$ cat src/rtl/mem_port_arbiter.sv
// Shares one data-memory port between speculative loads and committed stores (queued in a small FIFO).
// Each access is a req/ack handshake; every issued access is announced to the load buffer.
module mem_port_arbiter #(
  parameter int ADDR_W     = 32,
  parameter int DATA_W     = 32,
  parameter int TAG_W      = 32,
  parameter int QDEPTH     = 4,
  parameter int STARVE_MAX = 4
) (
  input  logic              clk,
  input  logic              reset,
  input  logic              exception,
  input  logic              ld_valid,
  output logic              ld_ready,
  input  logic [ADDR_W-1:0] ld_addr,
  input  logic [TAG_W-1:0]  ld_inst_num,
  input  logic              st_valid,
  output logic              st_ready,
  input  logic [ADDR_W-1:0] st_addr,
  input  logic [DATA_W-1:0] st_data,
  input  logic [TAG_W-1:0]  st_inst_num,
  output logic              mem_req,
  output logic              mem_we,
  output logic [ADDR_W-1:0] mem_addr,
  output logic [DATA_W-1:0] mem_wdata,
  input  logic              mem_ack,
  input  logic [DATA_W-1:0] mem_rdata,
  output logic              ld_done,
  output logic [DATA_W-1:0] ld_done_data,
  output logic [TAG_W-1:0]  ld_done_inst_num,
  output logic              lb_memread,
  output logic [ADDR_W-1:0] lb_load_addr,
  output logic [TAG_W-1:0]  lb_load_inst_num,
  output logic              lb_memwrite,
  output logic [ADDR_W-1:0] lb_store_addr,
  output logic [TAG_W-1:0]  lb_store_inst_num
);
  localparam int PTR_W = $clog2(QDEPTH);
  localparam int CNT_W = PTR_W + 1;
  localparam int SC_W  = $clog2(STARVE_MAX + 1);
  localparam logic [CNT_W-1:0] FULL_CNT   = CNT_W'(QDEPTH);
  localparam logic [SC_W-1:0]  STARVE_LIM = SC_W'(STARVE_MAX);

  typedef enum logic [1:0] {IDLE, LD_REQ, ST_REQ, LD_FLUSH} state_e;

  typedef struct packed {
    logic [ADDR_W-1:0] addr;
    logic [DATA_W-1:0] data;
    logic [TAG_W-1:0]  inst_num;
  } st_entry_t;

  state_e            state_q;
  st_entry_t         fifo_mem [QDEPTH];
  st_entry_t         head;
  logic [PTR_W-1:0]  wr_ptr_q, wr_ptr_d, rd_ptr_q, rd_ptr_d;
  logic [CNT_W-1:0]  count_q, count_d;
  logic [SC_W-1:0]   starve_q, starve_d;
  logic              fifo_empty, fifo_full, st_push, st_grant, ld_grant;

  logic              mem_req_q, mem_we_q, ld_done_q, lb_memread_q, lb_memwrite_q;
  logic [ADDR_W-1:0] mem_addr_q, lb_load_addr_q, lb_store_addr_q;
  logic [DATA_W-1:0] mem_wdata_q, ld_done_data_q;
  logic [TAG_W-1:0]  ld_done_inst_q, lb_load_inst_q, lb_store_inst_q;

  assign head = fifo_mem[rd_ptr_q];

  always_comb begin
    // NOTE: every variable gets a default first so no path leaves it unassigned (no latch).
    fifo_empty = (count_q == '0);
    fifo_full  = (count_q == FULL_CNT);
    st_push    = st_valid && !fifo_full;
    st_grant   = (state_q == IDLE) && !fifo_empty &&
                 (!ld_valid || fifo_full || (starve_q >= STARVE_LIM));
    ld_grant   = (state_q == IDLE) && !st_grant && ld_valid && !exception;

    wr_ptr_d = wr_ptr_q;
    rd_ptr_d = rd_ptr_q;
    count_d  = count_q;
    if (st_push)  wr_ptr_d = wr_ptr_q + 1'b1;
    if (st_grant) rd_ptr_d = rd_ptr_q + 1'b1;
    case ({st_push, st_grant})
      2'b10:   count_d = count_q + 1'b1;
      2'b01:   count_d = count_q - 1'b1;
      default: count_d = count_q;
    endcase

    starve_d = starve_q;
    if (ld_grant && !fifo_empty && (starve_q < STARVE_LIM)) starve_d = starve_q + 1'b1;
    if (st_grant || exception || fifo_empty) starve_d = '0;
  end

  // Readies are forced low while reset is held so every output reads 0 during reset.
  assign ld_ready = reset && ld_grant;
  assign st_ready = reset && !fifo_full;

  // NOTE: FIFO storage has no reset; the pointers and count alone decide what is valid.
  always_ff @(posedge clk) begin
    if (st_push) fifo_mem[wr_ptr_q] <= '{addr: st_addr, data: st_data, inst_num: st_inst_num};
  end

  // NOTE: sequential state uses non-blocking assignments so all flops update together at the edge.
  always_ff @(posedge clk or negedge reset) begin
    if (!reset) begin
      wr_ptr_q <= '0;
      rd_ptr_q <= '0;
      count_q  <= '0;
      starve_q <= '0;
    end else begin
      wr_ptr_q <= wr_ptr_d;
      rd_ptr_q <= rd_ptr_d;
      count_q  <= count_d;
      starve_q <= starve_d;
    end
  end

  always_ff @(posedge clk or negedge reset) begin
    if (!reset) begin
      state_q         <= IDLE;
      mem_req_q       <= 1'b0;
      mem_we_q        <= 1'b0;
      mem_addr_q      <= '0;
      mem_wdata_q     <= '0;
      ld_done_q       <= 1'b0;
      ld_done_data_q  <= '0;
      ld_done_inst_q  <= '0;
      lb_memread_q    <= 1'b0;
      lb_load_addr_q  <= '0;
      lb_load_inst_q  <= '0;
      lb_memwrite_q   <= 1'b0;
      lb_store_addr_q <= '0;
      lb_store_inst_q <= '0;
    end else begin
      lb_memread_q  <= 1'b0;
      lb_memwrite_q <= 1'b0;
      ld_done_q     <= 1'b0;
      unique case (state_q)
        IDLE: begin
          if (st_grant) begin
            state_q         <= ST_REQ;
            mem_req_q       <= 1'b1;
            mem_we_q        <= 1'b1;
            mem_addr_q      <= head.addr;
            mem_wdata_q     <= head.data;
            lb_memwrite_q   <= 1'b1;
            lb_store_addr_q <= head.addr;
            lb_store_inst_q <= head.inst_num;
          end else if (ld_grant) begin
            state_q        <= LD_REQ;
            mem_req_q      <= 1'b1;
            mem_we_q       <= 1'b0;
            mem_addr_q     <= ld_addr;
            mem_wdata_q    <= '0;
            lb_memread_q   <= 1'b1;
            lb_load_addr_q <= ld_addr;
            lb_load_inst_q <= ld_inst_num;
          end
        end
        LD_REQ: begin
          // The in-flight load's tag is still held in lb_load_inst_q (no other load can issue).
          if (mem_ack) begin
            state_q   <= IDLE;
            mem_req_q <= 1'b0;
            if (!exception) begin
              ld_done_q      <= 1'b1;
              ld_done_data_q <= mem_rdata;
              ld_done_inst_q <= lb_load_inst_q;
            end
          end else if (exception) begin
            state_q <= LD_FLUSH;
          end
        end
        ST_REQ, LD_FLUSH: begin
          if (mem_ack) begin
            state_q   <= IDLE;
            mem_req_q <= 1'b0;
          end
        end
      endcase
    end
  end

  assign mem_req           = mem_req_q;
  assign mem_we            = mem_we_q;
  assign mem_addr          = mem_addr_q;
  assign mem_wdata         = mem_wdata_q;
  assign ld_done           = ld_done_q;
  assign ld_done_data      = ld_done_data_q;
  assign ld_done_inst_num  = ld_done_inst_q;
  assign lb_memread        = lb_memread_q;
  assign lb_load_addr      = lb_load_addr_q;
  assign lb_load_inst_num  = lb_load_inst_q;
  assign lb_memwrite       = lb_memwrite_q;
  assign lb_store_addr     = lb_store_addr_q;
  assign lb_store_inst_num = lb_store_inst_q;

endmodule

$ cat config.mk
export PLATFORM = sky130hd
export DESIGN_NAME = mem_port_arbiter
export DESIGN_NICKNAME = d
export VERILOG_FILES = /design/src/rtl/mem_port_arbiter.sv
export SDC_FILE = /design/constraint.sdc
export NUM_CORES = 1
export LEC_CHECK = 0
export ABC_AREA = 1
export BUFFER_PORTS_ARGS = -buffer_cell sky130_fd_sc_hd__clkbuf_2
export CAP_MARGIN = 20
export CORE_MARGIN = 3
export CORE_UTILIZATION = 25
export CTS_CLUSTER_DIAMETER = 150
export CTS_CLUSTER_SIZE = 40
export DETAILED_ROUTE_END_ITERATION = 8
export GPL_TIMING_DRIVEN = 0
export MAX_ROUTING_LAYER = met4
export REMOVE_ABC_BUFFERS = 1
export SETUP_SLACK_MARGIN = 0.2
export SLEW_MARGIN = 20
export SYNTH_ARGS = -nofsm -noshare
export SYNTH_HDL_FRONTEND = slang
export SYNTH_SLANG_ARGS = --single-unit
$ cat constraint.sdc
create_clock -name clk -period 9.95 [get_ports clk]
set_input_delay 0.995 -clock clk [delete_from_list [all_inputs] [get_ports clk]]
set_output_delay 0.995 -clock clk [all_outputs]
set_load 0.05 [all_outputs]
==> impl_results.md, run 1 <==
* Ranking of synthesized cells by area: edfxtp_1, dfrtp_1, nand2_1
* Vias per Instance at 4.21
* Post-cts gate resize count at 0
* Critical Path Fanout Max at 16
* Final period utilization at 34.7%
* Fmax at 290 MHz
* Setup Skew at ~0.029 ns
* Max Root-Sink Buffers at 3
* Total GRT Usage at 13.3%
* Slew Viols, Final at 0
* Lkg Pwr at 13.9 nW
* Yosys cell types at 29
* Detailed Route WL at 69.6 mm
* Filler cells at 10300
* PD cells at 344 mW/mm^2
* Row count at 116
* Crit path cell chain: nor2_2, nand2_2, nand2_4, nand3_4, nor2_1, clkbuf_2
* GR Overflow Total at 0
* Hold-fix buffers, CTS at 0
* Reg-to-reg startpoint: rd_ptr_q[1]
* Top routing layer used: met4
* ANT nets after route at 0
* Most common cell after layout, fill and taps aside: nand2_1
* Worst EP required at ~9.0 ns
* Setup crit end kind: output pin
* Die ar. at ~0.11 sq mm
* Pre-Repair DR Iteration Count at 5
* Clk_lat worst skew at approximately 0.62 ns
* Htree depth at 1
* Cell area after layout at 0.0306 sq mm
* Syn_area_per_cell at 10.8 sq um
* Die X at 325 um
* TritonCTS clock tree: done
* Layout cells sized above 1 at about 20%
* Slew Limit Headroom at 49.7%
* Post-Place Setup Slack at about 6.5 ns
* Worst reg2reg path depth at 10
* Met2 routed WL at approximately 33 mm
* Initial Util at between 20% and 30%
* Routed met1 length at 29.8 mm
* Placed wire-length estimate at about 48 mm
* Vias in the first global route at between 15000 and 20000
* Reg clk slew, reported paths at roughly 0.15 ns
* Seq/Total Area, Yosys at 72.3%
* Worst IR Drop VDD at around 0.25 mV
* # clock sinks at between 600 and 700
* First-pass GRT wire length at 107 mm
* Crit Path Class: reg2out
* Initial antenna violation count at 11
* Root Driver: clkbuf_16
* Post-DP Area at approximately 0.030 sq mm
* I/O pin count at roughly 460
* Core ar. at around 0.1 sq mm
* Nets at a little under 3000
* Yosys reg bits at approximately 660
* Largest net degree at the start of global routing at 125
* Actual slew at the worst max-slew pin at around 0.76 ns
* Netlist Area Pre-Place at 0.0254 sq mm
* CP max stage cell: dfrtp_1
* Worst path max stage delay at 0.45 ns
* Most frequent cells in the layout: nand2_1, clkbuf_2, edfxtp_1
* Arrival time at the worst endpoint at approximately 2.5 ns
* RSZ-0062 raised after global routing: false
* Vias at 17400
* Fin crit period at 3.45 ns
* Setup-failing EPs final at 0
* Num CTS Buffers at 21
* Post-route DRC at 0
* Die height at between 300 and 400 um
* Final Hold Viols at 0
* Worst Setup Start Kind: flop
* Dominant cell type by area after synthesis: edfxtp_1
* Final worst slack at 6.50 ns
* Setup Buffers After CTS at 0
* Setup TNS at 0 ns
* FF-to-FF End: mem_addr[12]
* Synth Instances at between 2000 and 2500
* PortBufs at 460
* Ys Warns at 0
* Iteration-0 DRC Markers at around 1100
* Yosys top cell area share at a little under half
* Setup crit start: count_q[0]
* Hold WC Path Type: in2async
* Routed length on met3 at 4.73 mm
* Hold_ws at around 0.34 ns
* Flop2flop setup slack at roughly 7.3 ns
* Routability cong. at just over 0.8
* Outcome: finished clean
* Area Growth Syn to Fin at 20.2%
* Wire per inst at ~17 um
* Number of max-cap violations at 0
==> layout make-up <==
class | count | area (sq um) | share of cell area (%)
tap | 1357 | 1700 | 5.56
multi-input combinational | 1477 | 6150 | 20.1
inverter | 89 | 354 | 1.16
timing repair buffer | 502 | 3320 | 10.9
antenna | 9 | 22.5 | 0.0737
sequential | 657 | 18400 | 60.1
clock inverter | 6 | 78.8 | 0.258
clock buffer | 31 | 563 | 1.84
==> sequential cells by signal (all words and copies together), names as in the netlist, 32 cells and up <==
| signal | cells |
|---|---|
| lb_load_inst_num | 32 |
| lb_store_inst_num | 32 |
| mem_wdata | 32 |
| ld_done_inst_num | 32 |
| mem_addr | 32 |
| lb_load_addr | 32 |
| lb_store_addr | 32 |
| fifo_mem | 384 |
| ld_done_data | 32 |
==> how the worst max path moves through the flow <==
stage | slack [ns] | cells past startpoint | to
detailed placement | 6.46 | 5 | st_ready
CTS | 6.40 | 6 | ld_ready
global route | 6.25 | 6 | ld_ready
finish | 6.50 | 6 | ld_ready
global placement | -6.12 | 8 | mem_addr[7]
floorplan | 2.73 | 5 | lb_store_inst_num[0]
==> report_power, final <==
part	leakage [nW]	internal [mW]	switching (mW)
combinational	6.63	1.26	3.87
sequential	6.95	3.74	0.403
clock	0.307	0.420	0.825
total	13.9	5.42	5.10
==> metrics by stage <==
step                      power (mW)  std cells  utilization (%)
after floorplan                 7.64       2223                -
after global placement          9.33       4040             28.6
after detailed placement        9.44       4082             29.8
after CTS                       10.7       4119             30.4
after global routing            11.2       4128             30.4
final                           10.5       4128             30.4
==> routing by layer <==
layer	up-vias	GRT usage, %
met5	-	-
met4	0	3.22
met3	54	3.28
met2	439	22.1
met1	8460	16.4
li1	8424	-
==> cells in the mapped netlist <==
library cell     n
a21oi_1          5
o21ai_0        134
fa_1             1
inv_1           86
xnor2_1          1
buf_6           12
nand2_2          3
buf_4            9
nor2_2           1
o22ai_1         64
xor2_1           4
inv_2            2
or2_2            1
nand3_2          1
nand2_4          1
nor2_4           2
ha_1             6
o21ai_2          1
buf_1            7
dfrtp_1        273
buf_2           42
nand2_1       1066
clkinv_1         1
clkbuf_1        52
a21boi_0         1
edfxtp_1       384
nor2_1         143
nand4_1          2
nand3_1         40
==> critical path, delay by kind of cell, from the launching register on <==
| family | cells | cell delay, ns |
|---|---|---|
| AND/OR/NAND/NOR | 5 | 1.07 |
| flip-flops | 1 | 0.45 |
| buffers and inverters | 1 | 0.30 |
==> kinds of logic (layout without fill, tap and decap cells) <==
family	Yosys count	in the layout	synth area share, %
buf+inv	211	628	3.81
compound gates	205	205	4.38
fa+ha+maj	7	7	0.374
simple gates	1260	1260	19.0
xor+xnor	5	5	0.172
flops	657	657	72.3
other cells	0	9	0
No activity file was read; power rests on OpenSTA's default activity.
==> run 2, diff against run 1 <==
--- a/config.mk
+++ b/config.mk
@@ -5,7 +5,7 @@
 export SDC_FILE = /design/constraint.sdc
 export NUM_CORES = 1
 export LEC_CHECK = 0
-export ABC_AREA = 1
+export ABC_AREA = 0
 export BUFFER_PORTS_ARGS = -buffer_cell sky130_fd_sc_hd__clkbuf_2
 export CAP_MARGIN = 20
 export CORE_MARGIN = 3
==> constraint.sdc (replaced) <==
create_clock -name clk -period 3.59 [get_ports clk]
set_input_delay 0.359 -clock clk [delete_from_list [all_inputs] [get_ports clk]]
set_output_delay 0.359 -clock clk [all_outputs]
set_load 0.05 [all_outputs]
==> impl_results.md, run 2 <==
* Outcome: finished clean
* Vias in the first global route at 15300 (-10%)
* Placed wire-length estimate at 42.6 mm (-11%)
* Yosys cell types at 38 (+31%)
* Reg clk slew, reported paths at 0.15 ns (about the same)
* RSZ-0062 raised after global routing: true
* Max FFs per register at 384 (unchanged)
* Die X at 318 um (-2.1%)
* Root Driver: clkbuf_16
* Die height at 318 um (-2.1%)
* Post-DP Area at 0.0286 sq mm (-4.2%)
* Most frequent cells in the layout: clkbuf_2, edfxtp_1, dfrtp_1
* Worst reg2reg path depth at 11 (+1)
* Dominant cell type by area after synthesis: edfxtp_1
* Worst IR Drop VDD at 1.00 mV (+300%)
* Post-synth EDFFs at 384 (unchanged)
* Slew Viols, Final at 0 (unchanged)
* Netlist Area Pre-Place at 0.0243 sq mm (-4.2%)
* Die ar. at 0.101 sq mm (-4.1%)
* Slew Limit Headroom at 37.8% (-12 points)
* Cell area after layout at 0.0313 sq mm (+2.4%)
* Pre-Repair DR Iteration Count at 5 (unchanged)
* Fin crit period at between 3 and 4 ns
* Max Root-Sink Buffers at 3 (unchanged)
* Worst path max stage delay at 0.49 ns (+0.04 ns)
* Crit Path Class: reg2out
* Synth Instances at 1338 (-43%)
* Filler cells at 9192 (-11%)
* Critical Path Fanout Max at 32 (+16)
* Yosys top cell area share at 47.4% (+2.0 points)
* PortBufs at 460 (unchanged)
* Lkg Pwr at 12.7 nW (-8.8%)
* Yosys reg bits at 657 (unchanged)
* Setup Skew at 0.0254 ns (-0.00344 ns)
* ANT nets after route at 0 (unchanged)
* Reg-to-reg startpoint: state_q[1]
* Total GRT Usage at 12.4% (-0.96 points)
* Synth top cells by count: edfxtp_1, dfrtp_1, nand2_1
* Clk_lat worst skew at 0.62 ns (about the same)
* Hold endpoint: lb_load_inst_num[24]
* Setup crit end kind: output pin
* Number of max-cap violations at 0 (unchanged)
* Setup-failing EPs final at 0 (unchanged)
* # clock sinks at 657 (unchanged)
* Htree depth at 1 (unchanged)
* Detailed Route WL at 62.7 mm (-10%)
* Post-synth top flop: edfxtp_1
* Largest net degree at the start of global routing at 101 (-19%)
* Fmax at 307 MHz
* Crit path cell chain: nor2_4, nand2_8, or2_4, buf_16, nor2_1, clkbuf_2
* Flop2flop setup slack at 0.37 ns (-6.95 ns)
* CP max stage cell: dfrtp_2
* Nets at 2182 (-26%)
* Initial Util at 25.4% (+0.14 points)
* Worst Setup Start Kind: flop
* Num CTS Buffers at 20 (-4.8%)
* First-pass GRT wire length at 95.1 mm (-11%)
* GR Overflow Total at 0 (unchanged)
* Actual slew at the worst max-slew pin at 0.933 ns (+0.178 ns)
* Hold Path Stages at 2
* FF-to-FF End: ld_done_inst_num[20]
* Vias at 14000 (-19%)
* Hold WC Path Type: in2reg
* Hold Startpoint: ld_inst_num[24]
* Ranking of synthesized cells by area: edfxtp_1, dfrtp_1, mux4_2
* Most common cell after layout, fill and taps aside: clkbuf_2
* PD cells at 907 mW/mm^2 (+160%)
* Post-route DRC at 0 (unchanged)
* Iteration-0 DRC Markers at 765 (-29%)
* TritonCTS clock tree: done
* Final Hold Viols at 0 (unchanged)
* Ys Warns at 0 (unchanged)
* Layout cells sized above 1 at 36.9% (+17 points)
* Wire per inst at 19.2 um (+14%)
* Worst EP required at 3.23 ns (-5.73 ns)
* Final period utilization at between 90% and 100%
* Arrival time at the worst endpoint at 2.90 ns (+0.44 ns)
* Top-count cell post-synth: edfxtp_1
* Vias per Instance at 4.31 (+2.3%)
* Seq/Total Area, Yosys at 75.4% (+3.2 points)
* Syn_area_per_cell at 18.2 sq um (+68%)
* I/O pin count at 461 (unchanged)
* Area Growth Syn to Fin at 28.5%
* Initial antenna violation count at 6 (-5)
* Row count at 113 (-2.6%)
* Biggest register: fifo_mem
* Routability cong. at 0.786 (-3.3%)
* Hold_ws at 0.0685 ns (-0.270 ns)
* Core ar. at 0.0957 sq mm (-4.7%)
* Ys async rst share at 41.6% (unchanged)
==> run 2: cell types whose count changed after synthesis, sizes merged, moves of 33 or more <==
cell and change:
a21oi +33, clkbuf -33, inv -45, mux2 +128, mux4 +96, nand2 -875
nand3 -41, nor2 -140, o21ai -131, o22ai -64
==> run 2: power breakdown <==
| group | internal, mW | total, mW | switching (mW) |
|---|---|---|---|
| Clock | 1.18 | 3.37 | 2.19 |
| Combinational | 4.09 | 13.4 | 9.28 |
| Sequential | 10.4 | 11.6 | 1.19 |
==> run 2: layout make-up <==
type | count | area, sq um | share of cell area (%)
clock buffers | 35 | 599 | 1.92
multi-input cells | 566 | 5520 | 17.7
well taps | 1265 | 1580 | 5.06
inverters | 44 | 191 | 0.612
clock inverters | 1 | 20.0 | 0.0640
flip-flops and latches | 657 | 18400 | 58.8
diodes | 6 | 15.0 | 0.0480
repair buffers | 688 | 4970 | 15.9
==> run 2: worst max path at each step <==
stage          cells after the start                    to       start
6_report                           6              ld_ready  state_q[1]
5_1_grt                           10            count_q[2]  count_q[0]
4_1_cts                            6              ld_ready  state_q[1]
3_5_place_dp                      12  ld_done_inst_num[20]  state_q[0]
3_3_place_gp                       2  ld_done_inst_num[21]  state_q[1]
2_1_floorplan                      2       ld_done_data[0]   exception
==> run 2: cells by family (layout without fill, tap and decap cells) <==
family	after synthesis	in the layout	synth area share, %
flip-flops	657	657	75.4
multiplexers	225	225	14.8
AND/OR/NAND/NOR	216	217	3.54
buffers and inverters	116	768	2.23
AO/OA/AOI/OAI	111	111	3.36
adder cells (fa/ha/maj)	7	7	0.391
XOR/XNOR	6	6	0.216
other	0	6	0
==> run 2: what timing repair did <==
action / in CTS / in global routing
gates cloned: 1 / 0
endpoints found under the hold margin: 533 / 3
hold buffers: 189 / 3
pin swaps: 3 / 0
endpoints found under the setup margin: 49 / 7
resized for setup: 6 / 7
buffers inserted: 2 / 0
==> run 2: layer usage <==
| metal | part of all wire, % | global-route usage (%) |
|---|---|---|
| met3 | 7.5 | 3.21 |
| met2 | 49 | 20.9 |
| met1 | 41 | 14.8 |
| met4 | 2.5 | 2.97 |
| met5 | 0 | - |
==> run 2: worst max-delay path, delay by kind of cell, from the launching register on <==
| kind | cells | cell delay, ns |
|---|---|---|
| buffers and inverters | 2 | 0.49 |
| DFF | 1 | 0.49 |
| and+or+nand+nor | 4 | 1.18 |
==> run 2: stage by stage <==
step	total power [mW]	TNS [ns]	setup WS, ns	std cells	utilization [%]
detailed placement	25.2	-2.08	-0.283	3025	29.9
global route	29.9	0	0.186	3261	32.7
CTS	28.8	0	0.208	3253	32.6
floorplan	21.0	-452.25	-4.47	1266	-
finish	28.4	0	0.332	3262	32.7
global placement	24.2	-3368.22	-7.81	2991	29.1
==> run 3, diff against run 2 <==
--- a/config.mk
+++ b/config.mk
@@ -6,13 +6,13 @@
 export NUM_CORES = 1
 export LEC_CHECK = 0
 export ABC_AREA = 0
-export BUFFER_PORTS_ARGS = -buffer_cell sky130_fd_sc_hd__clkbuf_2
 export CAP_MARGIN = 20
 export CORE_MARGIN = 3
 export CORE_UTILIZATION = 25
 export CTS_CLUSTER_DIAMETER = 150
 export CTS_CLUSTER_SIZE = 40
 export DETAILED_ROUTE_END_ITERATION = 8
+export DONT_BUFFER_PORTS = 1
 export GPL_TIMING_DRIVEN = 0
 export MAX_ROUTING_LAYER = met4
 export REMOVE_ABC_BUFFERS = 1
==> impl_results.md, run 3 (same netlist as run 2, synthesis figures left out) <==
* Nets at 1722 (-21%)
* GR Overflow Total at 0 (unchanged)
* Setup Skew at 0.0297 ns (+0.00434 ns)
* Cell area after layout at 0.0289 sq mm (-7.5%)
* I/O pin count at 461 (unchanged)
* Die ar. at 0.101 sq mm (unchanged)
* Inst Count DP at 2563 (-15%)
* Htree depth at 1 (unchanged)
* Lkg Pwr at 10.7 nW (-16%)
* Worst EP required at 3.23 ns (about the same)
* Worst path max stage delay at 0.44 ns (-0.05 ns)
* Initial antenna violation count at 12 (+6)
* Fin crit period at 3.32 ns (+0.0647 ns)
* Post-DP Area at 0.0262 sq mm (-8.3%)
* RSZ-0062 raised after global routing: false
* Setup-failing EPs final at 0 (unchanged)
* Max Root-Sink Buffers at 3 (unchanged)
* Num CTS Buffers at 20 (unchanged)
* Reg clk slew, reported paths at 0.15 ns (about the same)
* Post-route DRC at 0 (unchanged)
* Slew Limit Headroom at 25.6% (-12 points)
* Crit Path Class: reg2out
* Fin cells at 2808 (-14%)
* Arrival time at the worst endpoint at 2.96 ns (+0.06 ns)
* Slew Viols, Final at 0 (unchanged)
* CP max stage cell: or2_4
* Root Driver: clkbuf_16
* Filler cells at 9267 (+0.82%)
* Row count at 113 (unchanged)
* Routability cong. at 0.745 (-5.2%)
* Initial Util at 25.4% (unchanged)
* Detailed Route WL at 60.2 mm (-3.9%)
* Biggest register: fifo_mem
* Outcome: finished, violations left
* Final Hold Viols at 273 (+273)
* Max FFs per register at 384 (unchanged)
* Critical Path Fanout Max at 38 (+19%)
* Vias in the first global route at 13700 (-11%)
* Placed wire-length estimate at 41.0 mm (-3.8%)
* First-pass GRT wire length at 89.3 mm (-6.1%)
* # clock sinks at 657 (unchanged)
* Actual slew at the worst max-slew pin at 1.12 ns (+0.186 ns)
* Hold_ws at -0.569 ns (-0.638 ns)
* Core ar. at 0.0957 sq mm (unchanged)
* Hold WC Path Type: in2async
* Die height at 318 um (unchanged)
* Worst Path Buf+Inv at 2 (unchanged)
* Layout cells sized above 1 at 17.7% (-19 points)
* Clk_lat worst skew at 0.62 ns (about the same)
* Final worst slack at 0.268 ns (-0.0647 ns)
* Vias at 12500 (-11%)
* Iteration-0 DRC Markers at 867 (+13%)
* Vias per Instance at 4.44 (+3.2%)
* Worst IR Drop VDD at 0.857 mV (-14%)
* Area Growth Syn to Fin at 18.8%
* Die X at 318 um (unchanged)
* Delay-heaviest family, CP: simple AND/OR/NAND/NOR gates
* Worst Setup Start Kind: flop
* Pre-Repair DR Iteration Count at 5 (unchanged)
* PortBufs at 0 (-100%)
* Setup crit end kind: output pin
* Setup TNS at 0 ns (unchanged)
* Number of max-cap violations at 0 (unchanged)
* Fmax at 301 MHz (-1.9%)
* Final period utilization at 92.5% (+1.8 points)
* Most common cell after layout, fill and taps aside: edfxtp_1
* ANT nets after route at 0 (unchanged)
* Most frequent cells in the layout: edfxtp_1, dfrtp_1, nand2_1, dlygate4sd3_1, mux2_2
* Post-Place Setup Slack at -0.401 ns (-0.118 ns)
* Crit path cell chain: buf_4, nor2_2, nand2_8, or2_4, buf_16, nor2_4
* Final core utilization at 30.2% (-2.5 points)
* Largest net degree at the start of global routing at 275 (+170%)
* Failing checks: negative hold slack
* Total GRT Usage at 11.8% (-0.60 points)
* Wire per inst at 21.4 um (+12%)
* TritonCTS clock tree: done
* Hold-fix buffers, CTS at 194 (+2.6%)
* Overall power at 26.9 mW (-5.2%)
* PD cells at 930 mW/mm^2 (+2.6%)
[run 3: changes by cell type in the layout (fill, tap and decap cells not counted), sizes merged]
cell | before | now
dlygate4sd3 | 192 | 194
nand2 | 196 | 195
diode | 6 | 12
clkbuf | 500 | 39
buf | 31 | 30
inv | 44 | 45
[run 3: worst register-to-register path: stages (launching register included)]
cell,delay [ns]
dfrtp_1,0.47
nor4b_4,0.38
buf_6,0.19
clkbuf_4,0.21
buf_4,0.19
clkbuf_4,0.24
buf_4,0.20
buf_2,0.22
clkbuf_4,0.22
clkbuf_4,0.22
clkbuf_4,0.22
mux2_2,0.36
[run 3: per-layer routing]
layer  part of all wire [%]  up-vias  GRT usage [%]
met4                    2.9        0           3.15
li1                       -     5364              -
met2                     50      462           20.3
met3                    8.9       65           3.88
met1                     38     6586           13.1
met5                      0        -              -
[run 3: layout make-up]
cell class,count,area (sq um),area share [%]
Clock inverter,2,27.5,0.0952
Inverter,44,191,0.662
Multi-Input combinational cell,565,5510,19.1
Antenna cell,12,30.0,0.104
Timing Repair Buffer,229,2620,9.07
Clock buffer,34,574,1.99
Sequential cell,657,18400,63.5
Tap cell,1265,1580,5.47
[run 3: final timing paths]
| kind | end | slack [ns] | from | cells past startpoint |
|---|---|---|---|---|
| max | ld_ready | 0.27 | state_q[0] | 6 |
| min | ld_done_data[18] | -0.57 | reset | 0 |
| max reg2reg | ld_done_inst_num[25] | 0.35 | state_q[1] | 11 |
| min reg2reg | starve_q[1] | 0.57 | starve_q[1] | 2 |
| max in group asynchronous | rd_ptr_q[0] | 3.76 | reset | 0 |
| min in group clk | mem_addr[23] | 0.07 | ld_addr[23] | 2 |
[run 3: what timing repair did]
action	in CTS	in global routing
gates resized for setup	10	6
hold endpoints to repair	790	273
pin swaps	2	0
setup endpoints to repair	24	6
buffers inserted	2	1
[run 3: report_power, final]
part | total, mW | switching [mW] | internal, mW
Clock | 3.29 | 2.15 | 1.14
Combinational | 6.74 | 3.60 | 3.14
Sequential | 16.9 | 6.53 | 10.3
Total | 26.9 | 12.3 | 14.6
